--- config.mk ---
export PLATFORM = sky130hd
export DESIGN_NAME = multdiv_ctrl
export DESIGN_NICKNAME = d
export VERILOG_FILES = /design/src/rtl/multdiv_pkg.sv /design/src/rtl/multdiv_cycle_counter.sv /design/src/rtl/multdiv_ctrl.sv
export SDC_FILE = /design/constraint.sdc
export NUM_CORES = 1
export LEC_CHECK = 0
export BUFFER_PORTS_ARGS = -buffer_cell sky130_fd_sc_hd__buf_2
export CAP_MARGIN = 20
export CORE_ASPECT_RATIO = 1.5
export CORE_UTILIZATION = 44
export CTS_CLUSTER_DIAMETER = 200
export DETAILED_ROUTE_END_ITERATION = 7
export GPL_ROUTABILITY_DRIVEN = 1
export PLACE_DENSITY = 0.79
export SETUP_SLACK_MARGIN = 0.2
export SYNTH_ARGS = -nofsm -noshare
export SYNTH_HDL_FRONTEND = slang
export SYNTH_HIERARCHICAL = 1
export SYNTH_SLANG_ARGS = --single-unit
--- constraint.sdc ---
create_clock -name clock -period 2.35 [get_ports clock]
set_input_delay 0 -clock clock [delete_from_list [all_inputs] [get_ports clock]]
set_output_delay 0 -clock clock [all_outputs]
set_load 0.05 [all_outputs]
--- src/rtl/multdiv_pkg.sv ---
// multdiv_pkg: shared encodings and default timing constants for the
// multiply/divide issue controller.
package multdiv_pkg;

    typedef enum logic [1:0] {
        IDLE  = 2'd0,
        START = 2'd1,
        BUSY  = 2'd2,
        DONE  = 2'd3
    } state_t;

    localparam int DEF_MIN_LATENCY    = 2;
    localparam int DEF_TIMEOUT_CYCLES = 40;
    localparam int DEF_CNT_W          = 6;

    localparam logic KIND_MULT = 1'b0;
    localparam logic KIND_DIV  = 1'b1;

endpackage

--- src/rtl/multdiv_cycle_counter.sv ---
// multdiv_cycle_counter: WIDTH-bit up-counter with synchronous clear and
// enable. With SATURATE set it parks at all-ones instead of wrapping.
module multdiv_cycle_counter
#(
    parameter int WIDTH    = 6,
    parameter bit SATURATE = 1'b0
)
(
    input  logic             clock,
    input  logic             reset,
    input  logic             i_clear,
    input  logic             i_enable,
    output logic [WIDTH-1:0] o_count
);

    logic [WIDTH-1:0] r_count;
    logic             w_at_max;

    assign w_at_max = SATURATE && (&r_count);

    // count up while enabled; clear and reset take priority
    always_ff @(posedge clock) begin
        if (reset || i_clear) begin
            r_count <= '0;
        end else if (i_enable && !w_at_max) begin
            r_count <= r_count + 1'b1;
        end
    end

    assign o_count = r_count;

endmodule

--- src/rtl/multdiv_ctrl.sv ---
// multdiv_ctrl: issue/writeback controller in front of the multicycle
// multiplier and divider. Latches one mult/div, pulses the selected unit's
// start, stalls until its result is accepted (or a timeout aborts the op),
// then presents the result to writeback for one cycle.
// Optional build macro: MULTDIV_PERF_EN adds perf_busy_cycles / perf_ops.
//
// state | meaning
// IDLE  | waiting for issue_valid; stall follows issue_valid
// START | one-cycle ctrl_MULT/ctrl_DIV pulse, BUSY counter cleared
// BUSY  | waiting for selected resultRDY (masked below MIN_LATENCY) or timeout
// DONE  | wb_valid for one cycle, stall released
module multdiv_ctrl
    import multdiv_pkg::*;
#(
    parameter int MIN_LATENCY    = DEF_MIN_LATENCY,
    parameter int TIMEOUT_CYCLES = DEF_TIMEOUT_CYCLES,
    parameter int CNT_W          = DEF_CNT_W
)
(
    input  logic        clock,
    input  logic        reset,
    input  logic        issue_valid,
    input  logic        issue_is_div,
    input  logic [31:0] issue_opA,
    input  logic [31:0] issue_opB,
    input  logic [4:0]  issue_rd,
    output logic [31:0] unit_opA,
    output logic [31:0] unit_opB,
    output logic        ctrl_MULT,
    output logic        ctrl_DIV,
    input  logic [31:0] mult_result,
    input  logic        mult_exception,
    input  logic        mult_resultRDY,
    input  logic [31:0] div_result,
    input  logic        div_exception,
    input  logic        div_resultRDY,
    output logic        stall,
    output logic        wb_valid,
    output logic [4:0]  wb_rd,
    output logic [31:0] wb_data,
    output logic        wb_exception
`ifdef MULTDIV_PERF_EN
    ,
    output logic [31:0] perf_busy_cycles,
    output logic [31:0] perf_ops
`endif
);

    localparam logic [CNT_W-1:0] LP_MIN_LAT = CNT_W'(MIN_LATENCY);
    localparam logic [CNT_W-1:0] LP_TIMEOUT = CNT_W'(TIMEOUT_CYCLES);

    state_t      r_state;
    logic [31:0] r_op_a;
    logic [31:0] r_op_b;
    logic [4:0]  r_rd;
    logic        r_kind;
    logic        r_ctrl_mult;
    logic        r_ctrl_div;
    logic        r_wb_valid;
    logic [4:0]  r_wb_rd;
    logic [31:0] r_wb_data;
    logic        r_wb_exc;

    logic [CNT_W-1:0] w_busy_cnt;
    logic             w_in_busy;
    logic             w_rdy_sel;
    logic [31:0]      w_res_sel;
    logic             w_exc_sel;
    logic             w_accept;
    logic             w_timeout;

    assign w_in_busy = (r_state == BUSY);

    // cleared outside BUSY so the first BUSY cycle always sees zero
    multdiv_cycle_counter #(
        .WIDTH    (CNT_W),
        .SATURATE (1'b0)
    ) u_busy_cnt (
        .clock    (clock),
        .reset    (reset),
        .i_clear  (!w_in_busy),
        .i_enable (w_in_busy),
        .o_count  (w_busy_cnt)
    );

    // only the unit that was started is listened to
    assign w_rdy_sel = (r_kind == KIND_DIV) ? div_resultRDY  : mult_resultRDY;
    assign w_res_sel = (r_kind == KIND_DIV) ? div_result     : mult_result;
    assign w_exc_sel = (r_kind == KIND_DIV) ? div_exception  : mult_exception;

    // a ready still high from the previous op is filtered by the latency mask
    assign w_accept  = w_in_busy && w_rdy_sel && (w_busy_cnt >= LP_MIN_LAT);
    assign w_timeout = w_in_busy && (w_busy_cnt == LP_TIMEOUT);

    // sequencing FSM with registered start pulses and writeback outputs
    always_ff @(posedge clock) begin
        if (reset) begin
            r_state     <= IDLE;
            r_op_a      <= '0;
            r_op_b      <= '0;
            r_rd        <= '0;
            r_kind      <= KIND_MULT;
            r_ctrl_mult <= 1'b0;
            r_ctrl_div  <= 1'b0;
            r_wb_valid  <= 1'b0;
            r_wb_rd     <= '0;
            r_wb_data   <= '0;
            r_wb_exc    <= 1'b0;
        end else begin
            r_ctrl_mult <= 1'b0;
            r_ctrl_div  <= 1'b0;
            r_wb_valid  <= 1'b0;
            case (r_state)
                IDLE: begin
                    if (issue_valid) begin
                        r_op_a      <= issue_opA;
                        r_op_b      <= issue_opB;
                        r_rd        <= issue_rd;
                        r_kind      <= issue_is_div;
                        r_ctrl_div  <= issue_is_div;
                        r_ctrl_mult <= !issue_is_div;
                        r_state     <= START;
                    end
                end
                START: begin
                    r_state <= BUSY;
                end
                BUSY: begin
                    if (w_accept) begin
                        r_wb_data  <= w_res_sel;
                        r_wb_exc   <= w_exc_sel;
                        r_wb_rd    <= r_rd;
                        r_wb_valid <= 1'b1;
                        r_state    <= DONE;
                    end else if (w_timeout) begin
                        r_wb_data  <= '0;
                        r_wb_exc   <= 1'b1;
                        r_wb_rd    <= r_rd;
                        r_wb_valid <= 1'b1;
                        r_state    <= DONE;
                    end
                end
                DONE: begin
                    // the instruction still in execute is the one retiring now
                    r_state <= IDLE;
                end
                default: begin
                    r_state <= IDLE;
                end
            endcase
        end
    end

    // stall must stop the pipeline in the same cycle an op is presented
    assign stall = (r_state == IDLE) ? issue_valid : (r_state != DONE);

    assign unit_opA     = r_op_a;
    assign unit_opB     = r_op_b;
    assign ctrl_MULT    = r_ctrl_mult;
    assign ctrl_DIV     = r_ctrl_div;
    assign wb_valid     = r_wb_valid;
    assign wb_rd        = r_wb_rd;
    assign wb_data      = r_wb_data;
    assign wb_exception = r_wb_exc;

`ifdef MULTDIV_PERF_EN
    // occupancy counter: every cycle spent in START or BUSY
    multdiv_cycle_counter #(
        .WIDTH    (32),
        .SATURATE (1'b1)
    ) u_perf_busy (
        .clock    (clock),
        .reset    (reset),
        .i_clear  (1'b0),
        .i_enable ((r_state == START) || w_in_busy),
        .o_count  (perf_busy_cycles)
    );

    // completed ops, timeouts included
    multdiv_cycle_counter #(
        .WIDTH    (32),
        .SATURATE (1'b1)
    ) u_perf_ops (
        .clock    (clock),
        .reset    (reset),
        .i_clear  (1'b0),
        .i_enable (r_state == DONE),
        .o_count  (perf_ops)
    );
`endif

endmodule

# After elaboration in Yosys (flattened, before gate mapping)
# Index checks and enable logic that the tools add are counted.
[totals]
regBits = 119
latch_bits = 0
ram_bits = 0
romBits = 0
inputBits = 141
output_inout_bits = 106
memories = 0
[op_classes]
add_sub_neg = 1
mul = 0
div = 0
magnitude_cmp = 1
eq_ne = 7
shifts = 0
n_mux = 16
bitwise = 3
reduce_logical = 13
[ops]
columns = ["op", "count"]
rows = [
  ["$mux W32", 3],
  ["$mux W5", 2],
  ["$pmux W2 S4", 1],
  ["$mux W1", 7],
  ["$add A6 B1 Y6 const B", 1],
  ["$eq A6 B6 Y1 const B", 1],
  ["$ge A6 B2 Y1 const B", 1],
  ["$mux W2", 3],
  ["$reduce_and A2 Y1", 3],
  ["$eq A2 B2 Y1 const B", 2],
  ["$ne A2 B2 Y1 const B", 2],
  ["$logic_and A1 B1 Y1", 3],
  ["$ne A3 B1 Y1 const B", 1],
  ["$not A1 Y1", 3],
  ["$reduce_or A3 Y1", 1],
  ["$eq A2 B1 Y1 const B", 1],
  ["$logic_not A1 Y1", 2],
  ["$logic_not A2 Y1", 1],
  ["$reduce_bool A2 Y1", 1],
  ["$reduce_or A2 Y1", 1],
  ["$logic_or A1 B1 Y1", 1],
]

# Logic depth before layout (Yosys ltp)
[depth]
ltp_word = 5
ltp_mapped = 7
mapped_depth_nobuf = 6

# Hierarchy
# The synthesis kept the hierarchy.
[by_module_without_submodules]
columns = ["mod", "instances", "cells_per_inst", "area_per_inst_um2", "seq_area_each_um2"]
rows = [
  ["multdiv_ctrl", 1, 466, 4251.6, 2262.2],
  ["multdiv_cycle_counter", 1, 26, 249.0, 120.1],
]

# Worst setup path before layout
# OpenSTA, ideal clock, no wires.
[synth_timing]
path_type = "reg2reg"
startpoint = "register r_state[0]"
endpoint = "register r_state[1]"
setup_ns = 0.072
arrival_time_ns = 1.708
required_time_ns = 2.278
setup_slack_ns = 0.570
stages_incl_launch_ff = 7
synth_period_minus_slack_ns = 1.780
cell_sequence = "dfxtp_1 -> inv_1 -> ha_1 -> nand4b_1 -> a21oi_4 -> a2bb2oi_2 -> mux2i_1"
[synth_via]
elab_chain_cells = 5
[synth_lines]
columns = ["element", "line", "rtl"]
rows = [
  ["start: declaration", "multdiv_ctrl.sv:52", "state_t r_state;"],
  ["start signal: assignment", "multdiv_ctrl.sv:98", "r_state <= IDLE;"],
  ["start signal: assignment", "multdiv_ctrl.sv:122", "r_state <= START;"],
  ["start signal: assignment", "multdiv_ctrl.sv:126", "r_state <= BUSY;"],
  ["$eq A2 B2 Y1 *", "multdiv_ctrl.sv:72", "assign w_in_busy = (r_state == BUSY);"],
  ["net w_in_busy", "multdiv_ctrl.sv:65", "logic w_in_busy;"],
  ["$logic_and A1 B1 Y1 (2 in a row)", "multdiv_ctrl.sv:92", "assign w_accept = w_in_busy && w_rdy_sel && (w_busy_cnt >= LP_MIN_LAT);"],
  ["$mux W2 / $ne A3 B1 Y1 (equally long branches)", "-", ""],
  ["$pmux W2 S4 / $reduce_and A2 Y1 (equally long branches)", "-", ""],
]
# Mark *: on every way through the listed nets, which the timed path passes. The rest lies on a longest branch.
# A chain may end at the register's enable or synchronous reset.

# Worst setup path after layout
[layout_timing]
startpoint = "register r_state[0]"
endpoint = "output port stall"
[layout_via]
elab_chain_cells = 2
[layout_lines]
columns = ["element", "line", "rtl"]
rows = [
  ["$ne A2 B2 Y1 / $logic_not A2 Y1 (equally long branches)", "multdiv_ctrl.sv:155", "assign stall = (r_state == IDLE) ? issue_valid : (r_state != DONE);"],
  ["$mux W1 *", "multdiv_ctrl.sv:155", ""],
  ["end: declaration", "multdiv_ctrl.sv:37", "output logic stall,"],
]
# Mark *: on every way between the ends. The rest lies on a longest branch, timed or not.

==> impl_metrics.toml <==
[placed_design]
gp_routability_congestion = 0.7678
count_of_port_buffers_added_during_placement = 246
sum_of_net_half_perimeters_after_detailed_placement_um = 8952
place.detailed.instances = 824

[floorplanning]
design.die.area_um2 = 10650
fp-row-count = 44
floorplan.initialDensity = 0.4593
core_um2 = 9799
die_h_um = 125.9
die-width_um = 84.58
io_pins = 247

[setup_path]
cp_max_fo = 32
cp_data_required_time_ns = 2.35
crit_slowest_cell = "sky130_fd_sc_hd__dfxtp_1"
slowest_stage_delay_cp_ns = 0.36
setup.worst_path.end_class = "primary output"
worst_ep_arrival_time_ns = 2.01
critPathKind = "register to primary output"
setup.worst_path.start_class = "register"
series_of_cell_instances_along_the_critical_path = "inv_1, ha_1, nand2_2, buf_12, o21ai_0, buf_2"

[timing]
finalCritPeriodShare = 0.8569
post-route-min-period_ns = 2.014
fin_skew_ns = 0.007266
slew_headroom = 0.6094
final-max-slew-violation-count = 0
number_of_hold_slack_violations_in_the_final_timing_report = 0
grt_setup_unrepaired = "no"
setup-violations-final = 0
hold-worst-slack_ns = 0.1091
setup_total_negative_slack_ns = 0
timing_worst_slew_pin_value_ns = 0.5859
fmax_mhz = 496.6

[synth]
postSynthAreaPerCell_um2 = 9.147
postSynth.asyncResetShare = 0
synth.distinct_cells = 36
synth.ff_latch_count = 119
synth_fp_nets = 637
synth_seq_area_share = 0.5293
ys_warn_count = 6
netlist_area_um2 = 4501
ys.flop_type = "sky130_fd_sc_hd__dfxtp_1"
synth_edf_count = 0
synthCells = 492

[clocking]
clock_tree.buffer_depth = 2
clk_pin_slew_worst_paths_ns = 0.05
clk-insertion-delay-late_ns = 0.41
cts_tree = "yes"
htreeDepth = 4
tritoncts.num_buffers = 17
clock-sinks = 119
clock-root-buffer = "sky130_fd_sc_hd__clkbuf_16"

[global_route]
largest_net_degree_at_the_start_of_global_routing = 65
grt_pass1_vias = 5446
overflow_left_after_global_routing = 0
antenna_found_initial = 0
global_route_wire_length_before_repair_um = 26680
grtUsageTotal = 0.3219

[route]
post-route-drc-count = 22
ant_nets = 0
drt_iter0_drc = 297
post_drt_via_cell_ratio = 5.204
drt_wl_total_um = 17210
detail_route.first_pass.iterations = 7
route.detailed.wl_per_inst_um = 17.33
routed-via-count = 5168

[layout]
num_antenna_cells = 0
layout-drive-gt1-share = 0.3371
fin_util = 0.7961
fill_cells = 543
final-seq-area_um2 = 2384
final-instance-count-excl-fill = 993
multiInputGateArea_um2 = 1936
area_growth_syn_to_layout_pct = 73.34
nNetsFinal = 1011

[power_and_ir_drop]
power.density_cell_area_nw_per_um2 = 991.6
power.leakage_uw = 0.003553
vdd.ir_drop.worst_uv = 694.1

[hold_path]
holdCritPathClass = "input port to register"

[status]
status = "finished with violations"
failed_checks = "DRC"

[job]
max-cap-violations = 0
## Yosys cell counts, types with 2 or more instances
cell                        count  area, um^2
sky130_fd_sc_hd__o2bb2ai_1     32       280.3
sky130_fd_sc_hd__clkbuf_1      26       97.59
sky130_fd_sc_hd__nand2b_1       2       12.51
sky130_fd_sc_hd__o21ai_0        2       10.01
sky130_fd_sc_hd__mux2i_1       39       390.4
sky130_fd_sc_hd__nor2_1        13       48.80
sky130_fd_sc_hd__buf_6          3       33.78
sky130_fd_sc_hd__buf_4          4       30.03
sky130_fd_sc_hd__nor3_1         3       15.01
sky130_fd_sc_hd__buf_1          2       7.510
sky130_fd_sc_hd__inv_1          4       15.01
sky130_fd_sc_hd__a21oi_1       71       355.3
sky130_fd_sc_hd__ha_1           4       50.05
sky130_fd_sc_hd__xor2_1         3       26.28
sky130_fd_sc_hd__nor3b_1        2       15.01
sky130_fd_sc_hd__nand2_1      144       540.5
sky130_fd_sc_hd__dfxtp_1      119        2382
## registers in the layout, indices dropped and copies added, names as in the netlist
register            count
unit_opA               32
r_kind                  1
u_busy_cnt/o_count      6
wb_valid                1
ctrl_MULT               1
r_rd                    5
wb_rd                   5
wb_data                32
wb_exception            1
r_state                 2
unit_opB               32
ctrl_DIV                1
## worst paths after layout
kind	to	slack, ns	from	cells past startpoint
max	stall	0.34	r_state[0]	6
max reg2reg	wb_data[27]	0.39	u_busy_cnt/o_count[2]	5
min reg2reg	unit_opB[14]	0.45	unit_opB[14]	2
min	wb_exception	0.11	mult_exception	4
## through the flow
step / power [uW] / instance area, um^2 / worst slack, ns
6_report: 7736 / 7801 / 0.3362
5_1_grt: 8040 / 7801 / 0.2209
4_1_cts: 7614 / 7774 / 0.2442
3_5_place_dp: 4624 / 5772 / 0.3478
3_3_place_gp: 4562 / 5772 / 0.4499
2_1_floorplan: 4055 / 4501 / 0.5702
## cell families after synthesis
group | synth area share
DFF | 0.5293
xor gates and xnor gates | 0.007786
AOI/OAI and AO/OA | 0.1601
buffers and inverters | 0.04198
and+or+nand+nor | 0.1604
adders and majority gates | 0.01112
muxes | 0.08924
## area by class of cell
type | instances | area share
well taps | 115 | 0.01844
inverters | 4 | 0.001925
flip-flops and latches | 119 | 0.3055
clock buffers | 20 | 0.05854
multi-input cells | 333 | 0.2481
repair buffers | 391 | 0.3451
clock inverters | 11 | 0.02229
## critical path, delay by kind of cell, from the launching register on
kind,cells,cell delay [ns]
AOI/OAI and AO/OA,1,0.13
adders and majority gates,1,0.27
buffers and inverters,3,0.55
DFF,1,0.36
and+or+nand+nor,1,0.29
## layout by cell type, fill, tap and decap left out, drive strengths merged, types with 3 or more instances in the layout
master,Yosys,routed
buf,10,253
nand2,144,144
dlygate4sd3,0,137
dfxtp,119,119
a21oi,72,72
mux2i,39,39
o2bb2ai,32,32
clkbuf,26,21
nor2,14,14
inv,4,4
bufinv,0,4
ha,4,4
clkinv,0,4
nor3,3,3
clkinvlp,0,3
xor2,3,3
## what timing repair did
action                                  in CTS  in global routing
endpoints found under the setup margin       0                 31
setup buffers                                0                  0
hold buffers                               137                  0
endpoints found under the hold margin      111                  0
resized for setup                            0                  1
## power breakdown
part	switching (uW)	internal, uW
sequential	146	2270
clock	930	1830
combinational	1730	832
## routing by layer
layer	track usage	part of all wire	wire, um	vias to the layer above
li1	-	-	-	2412
met1	0.3335	0.37	6331	2411
met2	0.5768	0.51	8721	294
met3	0.1029	0.094	1620	51
met4	0.1635	0.031	532	0
met5	0	0	0	-
(Power assumes the default switching activity.)
